### src/rtl/dmem_arbiter.sv
// Two-port data-memory arbiter: core port A and loader/debug port B share one
// single-cycle memory, with alternating tie-break and a bounded port-B lock.
module dmem_arbiter #(
  parameter int unsigned MAX_LOCK = 4
) (
  input  logic       clk,
  input  logic       rst,
  input  logic       a_req,
  input  logic       a_we,
  input  logic [7:0] a_addr,
  input  logic [7:0] a_wdata,
  output logic       a_ack,
  output logic       a_stall,
  output logic [7:0] a_rdata,
  input  logic       b_req,
  input  logic       b_we,
  input  logic [7:0] b_addr,
  input  logic [7:0] b_wdata,
  input  logic       b_lock,
  output logic       b_ack,
  output logic [7:0] b_rdata,
  output logic       mem_read,
  output logic       mem_write,
  output logic [7:0] mem_addr,
  output logic [7:0] mem_wdata,
  input  logic [7:0] mem_rdata
);

  localparam logic [3:0] LockMax = 4'(MAX_LOCK);

  typedef enum logic [1:0] {StIdle, StServeA, StServeB} state_e;

  state_e     state_q, state_d;
  logic       last_b_q, last_b_d;
  logic [3:0] lock_q, lock_d;
  logic [7:0] a_rdata_q, b_rdata_q;
  logic       serve_a, serve_b, retain, prefer_b;

  always_comb begin
    serve_a   = (state_q == StServeA);
    serve_b   = (state_q == StServeB);
    retain    = serve_b & b_req & b_lock & (lock_q < LockMax);
    // The port being served right now counts as the most recent grant.
    prefer_b  = serve_a | (~serve_b & ~last_b_q);
    last_b_d  = serve_b | (~serve_a & last_b_q);

    state_d = StIdle;
    if (retain) begin
      state_d = StServeB;
    end else if (a_req && b_req) begin
      state_d = prefer_b ? StServeB : StServeA;
    end else if (a_req) begin
      state_d = StServeA;
    end else if (b_req) begin
      state_d = StServeB;
    end

    lock_d = lock_q;
    if (retain) begin
      lock_d = lock_q + 4'd1;
    end else if (state_d != StServeB || !b_lock) begin
      lock_d = '0;
    end

    a_ack     = serve_a;
    b_ack     = serve_b;
    a_stall   = a_req & ~serve_a;
    mem_read  = 1'b0;
    mem_write = 1'b0;
    mem_addr  = '0;
    mem_wdata = '0;
    if (serve_a) begin
      mem_read  = ~a_we;
      mem_write = a_we;
      mem_addr  = a_addr;
      mem_wdata = a_wdata;
    end else if (serve_b) begin
      mem_read  = ~b_we;
      mem_write = b_we;
      mem_addr  = b_addr;
      mem_wdata = b_wdata;
    end
  end

  always_ff @(posedge clk or negedge rst) begin
    if (!rst) begin
      state_q   <= StIdle;
      last_b_q  <= 1'b1;
      lock_q    <= '0;
      a_rdata_q <= '0;
      b_rdata_q <= '0;
    end else begin
      state_q  <= state_d;
      last_b_q <= last_b_d;
      lock_q   <= lock_d;
      if (serve_a && !a_we) a_rdata_q <= mem_rdata;
      if (serve_b && !b_we) b_rdata_q <= mem_rdata;
    end
  end

  assign a_rdata = a_rdata_q;
  assign b_rdata = b_rdata_q;

endmodule
### config.mk
export PLATFORM = sky130hd
export DESIGN_NAME = dmem_arbiter
export DESIGN_NICKNAME = d
export VERILOG_FILES = /design/src/rtl/dmem_arbiter.sv
export SDC_FILE = /design/constraint.sdc
export NUM_CORES = 1
export LEC_CHECK = 0
export BUFFER_PORTS_ARGS = -buffer_cell sky130_fd_sc_hd__buf_2
export CAP_MARGIN = 20
export CORE_ASPECT_RATIO = 1.2
export CORE_MARGIN = 3
export CORE_UTILIZATION = 30
export DETAILED_ROUTE_END_ITERATION = 10
export GPL_TIMING_DRIVEN = 0
export PLACE_DENSITY = 0.63
export REMOVE_ABC_BUFFERS = 1
export SYNTH_ARGS = -nofsm -noshare
export SYNTH_HDL_FRONTEND = slang
export SYNTH_SLANG_ARGS = --single-unit
### constraint.sdc
create_clock -name clk -period 1.23 [get_ports clk]
set_input_delay 0.123 -clock clk [delete_from_list [all_inputs] [get_ports clk]]
set_output_delay 0.123 -clock clk [all_outputs]
set_load 0.01 [all_outputs]
Yosys cells after proc, flatten, opt, wreduce, memory -nomap -nowiden
Cells that the tools add are included.

word-level totals
  bits of input ports = 47
  word-level logic and storage cells = 46
  output and inout bits = 37
  flip-flop bits (word level) = 23

operators by class
  multiplexer cells = 15
  reductions and logical operators = 8
  eq/ne operators = 3
  $lt $le $gt $ge = 1
  $add $sub $neg = 1
  bitwise gates (word level) = 13

operators by type and width
  kind                                                                           number
  8-bit 2-to-1 mux                                                               4
  2-bit 2-to-1 mux                                                               5
  4-bit 2-to-1 mux                                                               2
  1-bit bitwise AND                                                              6
  1-bit NOT                                                                      5
  4-bit by 1-bit adder with 4-bit output (second input constant)                 1
  4-bit by 3-bit less-than comparator with 1-bit output (second input constant)  1
  1-bit 2-to-1 mux                                                               4
  1-bit logical AND                                                              3
  1-bit zero test                                                                3
  2-bit by 1-bit equality test with 1-bit output (second input constant)         1
  2-bit equality test (second input constant)                                    1
  2-bit != test (second input constant)                                          1
  1-bit OR                                                                       2
  2-bit nonzero test                                                             1
  1-bit logical OR                                                               1

Longest topological paths before layout
  depth in word-level cells = 11
  gate-level depth with buffers = 4
  depth with buffers taken out = 3

Least setup slack after synthesis
OpenSTA, ideal clock, no wires.

  path kind = register -> register
  start = register state_q[1]
  end = register b_rdata_q[0], in the netlist b_rdata[0]
  cell stages (with the launch flop) = 5
  setup slack = -0.034 ns
  data arrival time = 1.136 ns
  required time = 1.103 ns
  setup time = 0.127 ns
  cells stage by stage = dfrtp_1 > nor2b_2 > and2b_1 > buf_6 > mux2_1

between the ends
  longest elaborated chain between the ends = 2

ends and longest elaborated chain
  element                   line  source
  start: declaration        33    state_e state_q, state_d;
  start signal: assignment  87    state_q <= StIdle;
  start signal: assignment  93    state_q <= state_d;
  2-bit equality test       41    serve_b = (state_q == StServeB);
  1-bit logical AND         97    if (serve_b && !b_we) b_rdata_q <= mem_rdata;
  end signal: assignment    97
  end: declaration          36    logic [7:0] a_rdata_q, b_rdata_q;

Every way passes these cells.
A chain may end at the register's enable or synchronous reset.

Final worst setup path
  start = register state_q[0]
  end = output mem_read

between the ends
  longest elaborated chain between the ends = 3
  elaborated cells between the ends (all ways) = 4
  those cells by class = eq/ne: 2; mux: 2

ends and longest elaborated chain
  element               line  source
  2-bit equality test   41
  1-bit 2-to-1 mux      77    end else if (serve_b) begin
  1-bit 2-to-1 mux (*)  72    if (serve_a) begin
  end: declaration      22    output logic mem_read,

Every way passes the cells marked *; elsewhere a longest branch is shown, timed or not.

==> impl_metrics.yaml <==
status:
  status: "finished, violations left"
  violations: "setup timing"
synthesis:
  syn_inst: 90
  async_flop_share_pct: 100
  synth_top_family_by_area: "compound AO/OA/AOI/OAI gates"
  ys_seq_area_share_pct: 50.6
  synthSimpleGateAreaFrac_pct: 8.67
  yosysTopAreaCell: "dfrtp_1"
  yosysMostFrequentCell: "dfrtp_1"
  synth.mux.area_fraction_pct: 15.8
  synthAdderAreaFrac_pct: 1.10
  synth_cell_types: 27
  ys_seq_elements: 23
  synth.avg_cell_area_um2: 12.7
  synth_xor_area_share_pct: 0
  syn_area_mm2: 0.00114
  synth_edf_count: 0
  yosys-top-cells-area: "dfrtp_1, mux2_1, a22o_1"
  synth-compound-area-share_pct: 19.5
  synth_top_area_share_pct: 48.3
  synth_ff_type: "dfrtp_1"
  netlist_top_cells_count: "dfrtp_1, a22o_1, mux2_1"
  yosysWarningCount: 0
critical_path:
  crit_chain: "buf_12 -> nor2b_4 -> and2b_4 -> or2_1 -> buf_2"
  critPathLaunchType: "register"
  arrival_ns: 1.43
  rr_startpoint: "state_q[0]"
  crit_slowest_cell: "dfrtp_2"
  reg2reg_depth: 5
  reg2reg_to: "b_rdata[7]"
  crit_path_end_kind: "output pin"
  worst_ep_required_time_ns: 1.11
  critical_path_class: "register to output pin"
  slowest_delay_ns: 0.44
  rrSetupSlack_ns: -0.31
  critPathMaxFanout: 3
detailed_routing:
  drt_first_pass_iters: 5
  wl_per_cell_um: 16.7
  route.detailed.drc: 0
  drt_iter0_drc: 73
  wl_um: 4030
  viasPerCell: 4.78
  vias: 1152
  ant_nets: 0
floorplan:
  die_y_um: 73.5
  start_util_pct: 32.7
  dieArea_mm2: 0.00458
  ios: 84
  coreArea_mm2: 0.00348
  dieWidth_um: 62.3
  rows: 23
global_route:
  grt_antenna_before_repair: 0
  grt_pass1_wl_um: 5930
  overflow: 0
  grtUsageTotal_pct: 16.6
  grt_max_degree: 24
  grt_pass1_vias: 1204
power:
  seq_power_share_pct: 35.9
  p_total_w: 0.00330
  p_sw_share_pct: 33.4
  p_leak_nw: 1.05
  p_comb_share_pct: 49.7
  irDropWorstVdd_uv: 730
  power_density_mw_per_mm2: 1670
  internal_power_w: 0.00220
  power_switching_w: 0.00110
  clkPwrFrac_pct: 14.4
clocking:
  cts_made_buffers: 3
  clkLatencyLatePin_ns: 0.27
  clk_pin_slew_worst_paths_ns: 0.08
  cts-root-buf: "clkbuf_8"
  cts.path.max_buffers: 2
  cts_sinks: 23
  cts_max_level: 1
  cts_tree: "built"
worst_hold_path:
  worstHoldStart: "mem_rdata[5]"
  worstHoldEndpoint: "b_rdata[5]"
  hold-path-cell-count: 2
  holdCritPathClass: "input pin to register"
sta:
  finalSetupViolCount: 43
  finalMaxSlewViolations: 0
  rsz0062_at_grt: "true"
  setup_ws_ns: -0.321
  skew_ns: 0.00464
  max_clock_freq_mhz: 645
  period_share_pct: 126
  max_slew_margin_pct: 64.8
  min_period_ns: 1.55
  worst_pin_slew_ns: 0.529
  final_hold_viol_count: 0
place:
  dp_hpwl_um: 2580
  place_congestion: 0.697
  portBuffers: 83
finish:
  diodes: 0
  area_delta_synth_final_pct: 73.3
  drive_gt1_share_pct: 69.1
  fin_util_pct: 56.7
  fillers: 306
  nets: 240
flow_run:
  maxCapViolations: 0
cell usage in the layout, fill, tap and decap left out, drive strengths merged, types with 2 or more instances in the layout:
cell type	netlist	layout
clkbuf	0	5
mux2	16	16
nor2	2	2
nand3	2	2
inv	2	2
dfrtp	22	22
nor2b	3	5
a22o	19	19
and2	3	3
buf	6	99
how the worst max path moves through the flow:
stage,cells after the start,to,from
after global routing,5,mem_wdata[7],state_q[0]
after floorplan,3,a_rdata[0],state_q[0]
final,5,mem_read,state_q[0]
after CTS,4,mem_wdata[0],state_q[0]
after global placement,3,a_rdata[3],state_q[0]
after detailed placement,3,b_rdata[0],state_q[1]
area by class of cell:
type                    count  area (um2)  share of cell area (%)
multi-input cells          61         636                    32.2
repair buffers            101         646                    32.7
flip-flops and latches     23         579                    29.3
well taps                  50        62.6                    3.17
clock buffers               4        45.0                    2.28
inverters                   2        7.51                   0.380
cell families (layout without fill, tap and decap cells):
kind of cell,after synthesis,count (layout)
flops,23,23
compound gates,26,26
buf+inv,8,107
mux,16,16
fa+ha+maj,1,1
simple gates,16,18
critical path, delay by kind of cell (launching register included):
family / cells / cell delay [ns]
and+or+nand+nor: 3 / 0.46
DFF: 1 / 0.44
buffers and inverters: 2 / 0.26
repair_timing:
| item | 4_1_cts | 5_1_grt |
|---|---|---|
| hold buffers | 1 | 0 |
| gates cloned | 2 | 2 |
| setup buffers | 10 | 4 |
| endpoints found under the hold margin | 22 | 0 |
| resized for setup | 38 | 4 |
| setup endpoints to repair | 43 | 43 |
| pin swaps | 3 | 6 |
metrics by stage:
| stage | area, um2 | instances | hold WS (ns) | worst slack [ns] | TNS [ns] |
|---|---|---|---|---|---|
| 2_1_floorplan | 1100 | 84 | -0.173 | -1.04 | -22.33 |
| 3_3_place_gp | 1580 | 217 | 0.103 | -1.40 | -32.71 |
| 3_5_place_dp | 1590 | 218 | 0.126 | -0.910 | -23.77 |
| 4_1_cts | 1880 | 235 | 0.0809 | -0.325 | -9.76 |
| 5_1_grt | 1980 | 241 | 0.0789 | -0.380 | -13.55 |
| 6_report | 1980 | 241 | 0.0836 | -0.321 | -11.51 |
layer usage:
metal | vias to the layer above | GRT usage (%) | routed length, um
li1 | 543 | - | -
met1 | 564 | 17.9 | 1460
met4 | 0 | 10.8 | 106
met5 | - | 0 | 0
met3 | 9 | 1.68 | 142
met2 | 36 | 31.3 | 2320
registers in the layout, summed over array words and instances (netlist names):
register  flops
lock_q        4
state_q       2
a_rdata       8
b_rdata       8
last_b_q      1
power groups by stage:
| stage | sequential [W] | combinational (W) | clock, W |
|---|---|---|---|
| after floorplan | 0.00128 | 0.000469 | 0 |
| after global placement | 0.00115 | 0.00110 | 0 |
| after detailed placement | 0.00118 | 0.00115 | 0 |
| after CTS | 0.00119 | 0.00152 | 0.000489 |
| after global routing | 0.00122 | 0.00175 | 0.000521 |
| final | 0.00118 | 0.00164 | 0.000474 |
Power figures use the tool's default switching activity.
